===== config.mk =====
export PLATFORM = sky130hd
export DESIGN_NAME = ps2_note_player
export DESIGN_NICKNAME = d
export VERILOG_FILES = /design/src/rtl/ps2_note_pkg.sv /design/src/rtl/square_wave_gen.sv /design/src/rtl/ps2_note_player.sv
export SDC_FILE = /design/constraint.sdc
export NUM_CORES = 1
export LEC_CHECK = 0
export BUFFER_PORTS_ARGS = -buffer_cell sky130_fd_sc_hd__clkbuf_2
export CORE_ASPECT_RATIO = 1.75
export CORE_UTILIZATION = 39
export DETAILED_ROUTE_END_ITERATION = 10
export PLACE_DENSITY = 0.65
export SLEW_MARGIN = 20
export SYNTH_ARGS = -nofsm -noshare
export SYNTH_HDL_FRONTEND = slang
export SYNTH_SLANG_ARGS = --single-unit

===== constraint.sdc =====
create_clock -name clk -period 2.85 [get_ports clk]
set_input_delay 0 -clock clk [delete_from_list [all_inputs] [get_ports clk]]
set_output_delay 0 -clock clk [all_outputs]
set_load 0.02 [all_outputs]

===== src/rtl/ps2_note_pkg.sv =====
// ---------------------------------------------------------------------------
// ps2_note_pkg
// Shared constants for the PS/2 note player:
//   - PS/2 set-2 make codes for the twelve "piano row" keys
//   - the break (0xF0) and extended (0xE0) prefix bytes
//   - default tone-counter width
//   - FSM state encoding used by ps2_note_player
// ---------------------------------------------------------------------------
package ps2_note_pkg;

   // Default width of half_period and of the tone counter, in clock cycles.
   localparam int HALF_PERIOD_W_DEFAULT = 21;

   // Make codes of the piano-row keys.
   localparam logic [7:0] KEY_Q           = 8'h15;
   localparam logic [7:0] KEY_W           = 8'h1D;
   localparam logic [7:0] KEY_E           = 8'h24;
   localparam logic [7:0] KEY_R           = 8'h2D;
   localparam logic [7:0] KEY_T           = 8'h2C;
   localparam logic [7:0] KEY_Y           = 8'h35;
   localparam logic [7:0] KEY_U           = 8'h3C;
   localparam logic [7:0] KEY_I           = 8'h43;
   localparam logic [7:0] KEY_O           = 8'h44;
   localparam logic [7:0] KEY_P           = 8'h4D;
   localparam logic [7:0] KEY_OPEN_BRACE  = 8'h54;
   localparam logic [7:0] KEY_CLOSE_BRACE = 8'h5B;

   // Prefix bytes.
   localparam logic [7:0] BREAK_CODE = 8'hF0;
   localparam logic [7:0] EXT_CODE   = 8'hE0;

   // key_code value meaning "no key held".
   localparam logic [7:0] NO_KEY = 8'h00;

   // FSM state encoding.
   typedef logic [1:0] state_t;
   localparam logic [1:0] IDLE    = 2'd0;
   localparam logic [1:0] PLAYING = 2'd1;
   localparam logic [1:0] BREAK   = 2'd2;

endpackage : ps2_note_pkg


===== src/rtl/square_wave_gen.sv =====
// ---------------------------------------------------------------------------
// square_wave_gen
// Square-wave tone generator: tone toggles every half_period clock cycles
// while enabled.
//
// Ports:
//   clk          system clock
//   reset        synchronous, active-high reset
//   enable       count only while high; low forces cnt=0, tone=0 on the edge
//   half_period  cycles per half-period of the output; 0 silences the output
//   tone         square-wave output
//
// A change of half_period while running restarts the waveform (cnt=0,
// tone=0). A change seen right after a disabled cycle is not treated as a
// restart: the counter is already at zero, and restarting again would delay
// the first toggle by one extra cycle.
// ---------------------------------------------------------------------------
module square_wave_gen
   import ps2_note_pkg::*;
#(
   parameter int HALF_PERIOD_W = HALF_PERIOD_W_DEFAULT
) (
   input  logic                     clk,
   input  logic                     reset,
   input  logic                     enable,
   input  logic [HALF_PERIOD_W-1:0] half_period,
   output logic                     tone
);

   localparam logic [HALF_PERIOD_W-1:0] HP_ONE = {{(HALF_PERIOD_W-1){1'b0}}, 1'b1};

   logic [HALF_PERIOD_W-1:0] cnt_reg;
   logic [HALF_PERIOD_W-1:0] cnt_next;
   logic                     tone_reg;
   logic                     tone_next;
   logic [HALF_PERIOD_W-1:0] hp_prev_reg;
   logic                     en_prev_reg;
   logic                     hp_changed;

   assign hp_changed = en_prev_reg && (half_period != hp_prev_reg);

   always_comb begin
      cnt_next  = cnt_reg;
      tone_next = tone_reg;
      if (!enable || (half_period == '0) || hp_changed) begin
         cnt_next  = '0;
         tone_next = 1'b0;
      end else if (cnt_reg >= (half_period - HP_ONE)) begin
         // >= rather than == so a shrinking half_period can never let the
         // counter run past its terminal value.
         cnt_next  = '0;
         tone_next = ~tone_reg;
      end else begin
         cnt_next = cnt_reg + HP_ONE;
      end
   end

   always_ff @(posedge clk) begin
      if (reset) begin
         cnt_reg     <= '0;
         tone_reg    <= 1'b0;
         hp_prev_reg <= '0;
         en_prev_reg <= 1'b0;
      end else begin
         cnt_reg     <= cnt_next;
         tone_reg    <= tone_next;
         hp_prev_reg <= half_period;
         en_prev_reg <= enable;
      end
   end

   assign tone = tone_reg;

endmodule : square_wave_gen


===== src/rtl/ps2_note_player.sv =====
// ---------------------------------------------------------------------------
// ps2_note_player
// Tracks PS/2 make/break codes, holds the currently pressed key on key_code
// (looked up externally into half_period) and drives a square-wave tone.
//
// Ports:
//   clk          system clock
//   reset        synchronous, active-high reset
//   scan_data    received PS/2 byte
//   scan_valid   one-cycle strobe qualifying scan_data
//   half_period  tone half-period in cycles for key_code; 0 = unmapped key
//   octave_up    (only with PS2_NOTE_PLAYER_OCTAVE_EN) halves the half-period
//   key_code     currently held make code; 0x00 = none
//   note_active  high while PLAYING a mapped key
//   tone         square-wave audio output
//
// Parameters:
//   HALF_PERIOD_W  width of half_period and of the tone counter
//   RELEASE_ANY    0: only a break of the held key stops the tone;
//                  1: any break code stops it
//
// Optional feature macro: PS2_NOTE_PLAYER_OCTAVE_EN (adds octave_up).
// ---------------------------------------------------------------------------
module ps2_note_player
   import ps2_note_pkg::*;
#(
   parameter int HALF_PERIOD_W = HALF_PERIOD_W_DEFAULT,
   parameter bit RELEASE_ANY   = 1'b0
) (
   input  logic                     clk,
   input  logic                     reset,
   input  logic [7:0]               scan_data,
   input  logic                     scan_valid,
   input  logic [HALF_PERIOD_W-1:0] half_period,
`ifdef PS2_NOTE_PLAYER_OCTAVE_EN
   input  logic                     octave_up,
`endif
   output logic [7:0]               key_code,
   output logic                     note_active,
   output logic                     tone
);

   state_t     state_reg;
   state_t     state_next;
   state_t     ret_state_reg;
   state_t     ret_state_next;
   logic [7:0] key_code_reg;
   logic [7:0] key_code_next;

   logic                     key_change;
   logic                     octave_change;
   logic                     gen_enable;
   logic [HALF_PERIOD_W-1:0] eff_half_period;

   // ------------------------------------------------------------------
   // Make/break FSM and key latch
   // ------------------------------------------------------------------
   always_comb begin
      state_next     = state_reg;
      ret_state_next = ret_state_reg;
      key_code_next  = key_code_reg;
      // Extended prefix is dropped so extended keys fold onto base codes.
      if (scan_valid && (scan_data != EXT_CODE)) begin
         if (scan_data == BREAK_CODE) begin
            // Repeated 0xF0 while already in BREAK keeps the saved state.
            if (state_reg != BREAK) begin
               ret_state_next = state_reg;
               state_next     = BREAK;
            end
         end else begin
            case (state_reg)
               IDLE: begin
                  key_code_next = scan_data;
                  state_next    = PLAYING;
               end
               PLAYING: begin
                  // Typematic repeat writes the same value: no change seen.
                  key_code_next = scan_data;
               end
               BREAK: begin
                  if (((scan_data == key_code_reg) || RELEASE_ANY) &&
                      (ret_state_reg == PLAYING)) begin
                     state_next    = IDLE;
                     key_code_next = NO_KEY;
                  end else begin
                     state_next = ret_state_reg;
                  end
               end
               default: begin
                  state_next    = IDLE;
                  key_code_next = NO_KEY;
               end
            endcase
         end
      end
   end

   always_ff @(posedge clk) begin
      if (reset) begin
         state_reg     <= IDLE;
         ret_state_reg <= IDLE;
         key_code_reg  <= NO_KEY;
      end else begin
         state_reg     <= state_next;
         ret_state_reg <= ret_state_next;
         key_code_reg  <= key_code_next;
      end
   end

   assign key_change = (key_code_next != key_code_reg);

   // ------------------------------------------------------------------
   // Effective half-period (optional octave shift)
   // ------------------------------------------------------------------
`ifdef PS2_NOTE_PLAYER_OCTAVE_EN
   logic                     octave_prev_reg;
   logic [HALF_PERIOD_W-1:0] half_period_shr;

   assign half_period_shr = half_period >> 1;
   // Shifting 1 would give 0 (silence); keep 1 instead. 0 stays 0.
   assign eff_half_period = (octave_up && (half_period_shr != '0)) ?
                            half_period_shr : half_period;
   assign octave_change   = (octave_up != octave_prev_reg);

   always_ff @(posedge clk) begin
      if (reset) begin
         octave_prev_reg <= 1'b0;
      end else begin
         octave_prev_reg <= octave_up;
      end
   end
`else
   assign eff_half_period = half_period;
   assign octave_change   = 1'b0;
`endif

   // ------------------------------------------------------------------
   // Tone generator
   // ------------------------------------------------------------------
   // Enable follows the next state so a release silences the tone on the
   // same edge that leaves PLAYING. Dropping enable for the edge on which
   // the key (or octave) changes restarts the waveform right away, since
   // the new half_period is only visible on the following cycle.
   assign gen_enable = (state_next == PLAYING) && !key_change && !octave_change;

   square_wave_gen #(
      .HALF_PERIOD_W (HALF_PERIOD_W)
   ) u_square_wave_gen (
      .clk         (clk),
      .reset       (reset),
      .enable      (gen_enable),
      .half_period (eff_half_period),
      .tone        (tone)
   );

   assign key_code    = key_code_reg;
   assign note_active = (state_reg == PLAYING) && (half_period != '0);

endmodule : ps2_note_player


==> flow_metrics.env <==
export IMPL_final_cells=570
export IMPL_critPathRequiredTime_ps=3050
export IMPL_grt_max_degree=34
export IMPL_routed_wl_um=8290
export IMPL_gr_total_overflow=0
export IMPL_cpMaxStageDelayCell="or4_1"
export IMPL_critical_path_top_delay_family="simple AND/OR/NAND/NOR gates"
export IMPL_path_class="in2reg"
export IMPL_cts_root_buffer_cell="clkbuf_16"
export IMPL_outcome="finished clean"
export IMPL_cts_htree_levels=2
export IMPL_ys_ff_latch=56
export IMPL_arrival_ps=2900
export IMPL_rsz0062_at_grt="no"
export IMPL_rr_startpoint="u_square_wave_gen.cnt_reg[12]$_SDFF_PP0_"
export IMPL_dpl_worst_slack_ps=-359
export IMPL_clk_latency_ps=300
export IMPL_fin_area_sq_um=4120
export IMPL_p_clk_share_pct=36.3
export IMPL_crit_buf_inv=3
export IMPL_antenna_found_initial=0
export IMPL_grt_pass1_vias=3069
export IMPL_die_x_um=72.6
export IMPL_layout_common_cells="56 x dfxtp_1, 41 x clkbuf_2, 36 x xor2_1"
export IMPL_max_freq_mhz=370
export IMPL_whs_ps=1.68
export IMPL_synth_cell_area_sq_um=3400
export IMPL_r2r_setup_slack_ps=600
export IMPL_start_util_pct=40.6
export IMPL_die_y_um=125
export IMPL_wl_met2_um=4670
export IMPL_crit_fanout=4
export IMPL_final_common_cell="dfxtp_1"
export IMPL_finalSetupViolations=0
export IMPL_port_buffers=41
export IMPL_wl_met1_um=3020
export IMPL_drive_gt1_share_pct=24.6
export IMPL_fill_cells=844
export IMPL_p_total_mw=1.71
export IMPL_share_comb_of_total_power_pct=15.5
export IMPL_slew_violations=0
export IMPL_hold_class="in2reg"
export IMPL_grt_pass1_wl_um=14100
export IMPL_drc=0
export IMPL_yosysSeqAreaShare_pct=33.0
export IMPL_crit_chain="clkbuf_2 > or4_1 > nor2_4 > buf_4 > nand2_1 > xor2_1 > ha_1 > nand4_1 > nor3_2 > nand4_1 > a21oi_2 > a31oi_4 > buf_4 > xnor2_1 > and3_1"
export IMPL_syn_to_final_growth_pct=21.1
export IMPL_route_top_layer_used="met4"
export IMPL_switching_share_pct=26.6
export IMPL_async_reset_ff_share_pct=0
export IMPL_clock_sinks=56
export IMPL_powerDensity_nw_per_um2=416
export IMPL_nNetsFinal=510
export IMPL_vias=2970
export IMPL_worstSetupStartpoint="half_period[8]"
export IMPL_drt_iter0_drc=93
export IMPL_fp_row_count=44
export IMPL_antenna_cells=0
export IMPL_fin_ws_ps=146
export IMPL_wl_per_cell_um=14.5
export IMPL_ant_nets=0
export IMPL_relSlewSlack_pct=56.4
export IMPL_yosysWarnings=0
export IMPL_via_per_inst=5.21
export IMPL_fin_skew_ps=8.69
export IMPL_clock_path_buffers=2
export IMPL_synth_cell_type_count=51
export IMPL_avgSynthCellArea_sq_um=8.76
export IMPL_period_share_pct=94.9
export IMPL_startpoint_type="primary input"
export IMPL_cts_buffers=5
export IMPL_cts_setup_buffers=0
export IMPL_synthFlopType="dfxtp_1"
export IMPL_dieArea_sq_um=9110
export IMPL_dp_hpwl_um=6700
export IMPL_final_util_pct=49.2
export IMPL_finalHoldViolCount=0
export IMPL_peakVddDrop_uv=332
export IMPL_cts_tree="built"
export IMPL_ios=42
export IMPL_period_needed_ps=2700
export IMPL_dr_pass1_iters=4
export IMPL_power_static_leakage_nw=1.65
export IMPL_grt_total_usage_pct=20.1
export IMPL_wl_met3_um=236
export IMPL_setup_tns_final_ps=0
export IMPL_place_congestion=0.869
export IMPL_end_kind="register"
export IMPL_placed_area_sq_um=3910
export IMPL_synth_edff_count=0
export IMPL_min_from="half_period[15]"
export IMPL_seqPwrFrac_pct=48.2
export IMPL_core_area_sq_um=8370
export IMPL_synth_nets=444
export IMPL_syn_inst=388
export IMPL_power_internal_mw=1.26
export IMPL_power_switching_mw=0.455
export IMPL_clkTransAtPathRegs_ps=80
export IMPL_maxCapViolations=0
export IMPL_dp_cells=560
export IMPL_critPathMaxStageDelay_ps=600
export IMPL_tightest_slew_ps=654
==> final timing paths <==
path	to	cells past startpoint
worst max-delay path	u_square_wave_gen.tone$_SDFFE_PP0P_	15
worst min register to register	u_square_wave_gen.cnt_reg[0]$_SDFF_PP0_	1
worst max register to register	u_square_wave_gen.cnt_reg[15]$_SDFF_PP0_	9
worst min-delay path	u_square_wave_gen.hp_prev_reg[15]$_SDFF_PP0_	2
==> cells by family after synthesis <==
kind of cell / after synthesis / share of synthesized area [%]
AOI/OAI and AO/OA: 46 / 9.90
xor gates and xnor gates: 59 / 15.2
adders and majority gates: 24 / 8.84
buffers and inverters: 25 / 3.28
DFF: 56 / 33.0
and+or+nand+nor: 178 / 29.8
==> layout make-up <==
type | count | area (sq um) | share of cell area (%)
Clock buffer | 5 | 125 | 3.04
Clock inverter | 3 | 22.5 | 0.547
Inverter | 12 | 45.0 | 1.09
Multi-Input combinational cell | 307 | 2200 | 53.5
Sequential cell | 56 | 1120 | 27.2
Tap cell | 115 | 144 | 3.50
Timing Repair Buffer | 72 | 455 | 11.1
==> power by group through the flow <==
| stage | clock network [mW] | registers [mW] | logic [mW] |
|---|---|---|---|
| CTS | 0.638 | 0.824 | 0.263 |
| finish | 0.621 | 0.825 | 0.265 |
| floorplan | 0 | 0.846 | 0.142 |
| global route | 0.685 | 0.827 | 0.293 |
| detailed placement | 0 | 0.843 | 0.259 |
| global placement | 0 | 0.842 | 0.255 |
==> synth_stat cells, drive strengths merged, types with 6 or more instances <==
cell type  count  area share [%]
nor2b         31             5.7
nor2          47             6.7
and3          12             2.2
ha            24             8.8
nand2         20             2.2
nor4          12             2.8
nor3           9             1.3
a22oi          6             1.3
nand4         13             2.6
clkbuf        10             1.1
nand3         15             2.2
xnor2         23             5.9
inv           12             1.3
o21ai          6            0.88
a21oi         12             1.9
xor2          36             9.3
dfxtp         56              33
==> routing by layer <==
layer	vias to the layer above	track usage (%)
li1	1486	-
met1	1399	19.7
met2	62	37.4
met3	23	3.22
met4	0	12.5
met5	-	0
==> repair_timing <==
action / 4_1_cts / 5_1_grt
resized for setup: 1 / 6
pin swaps: 0 / 1
hold buffers: 2 / 0
setup endpoints to repair: 2 / 22
endpoints found under the hold margin: 2 / 0
==> worst register-to-register path: cells and delay by family (launching register included) <==
kind,cells,cell delay (ps)
AO/OA/AOI/OAI,5,1050
adder cells (fa/ha/maj),1,280
buffers and inverters,1,200
flip-flops,1,410
AND/OR/NAND/NOR,2,240
Power figures use the tool's default switching activity.
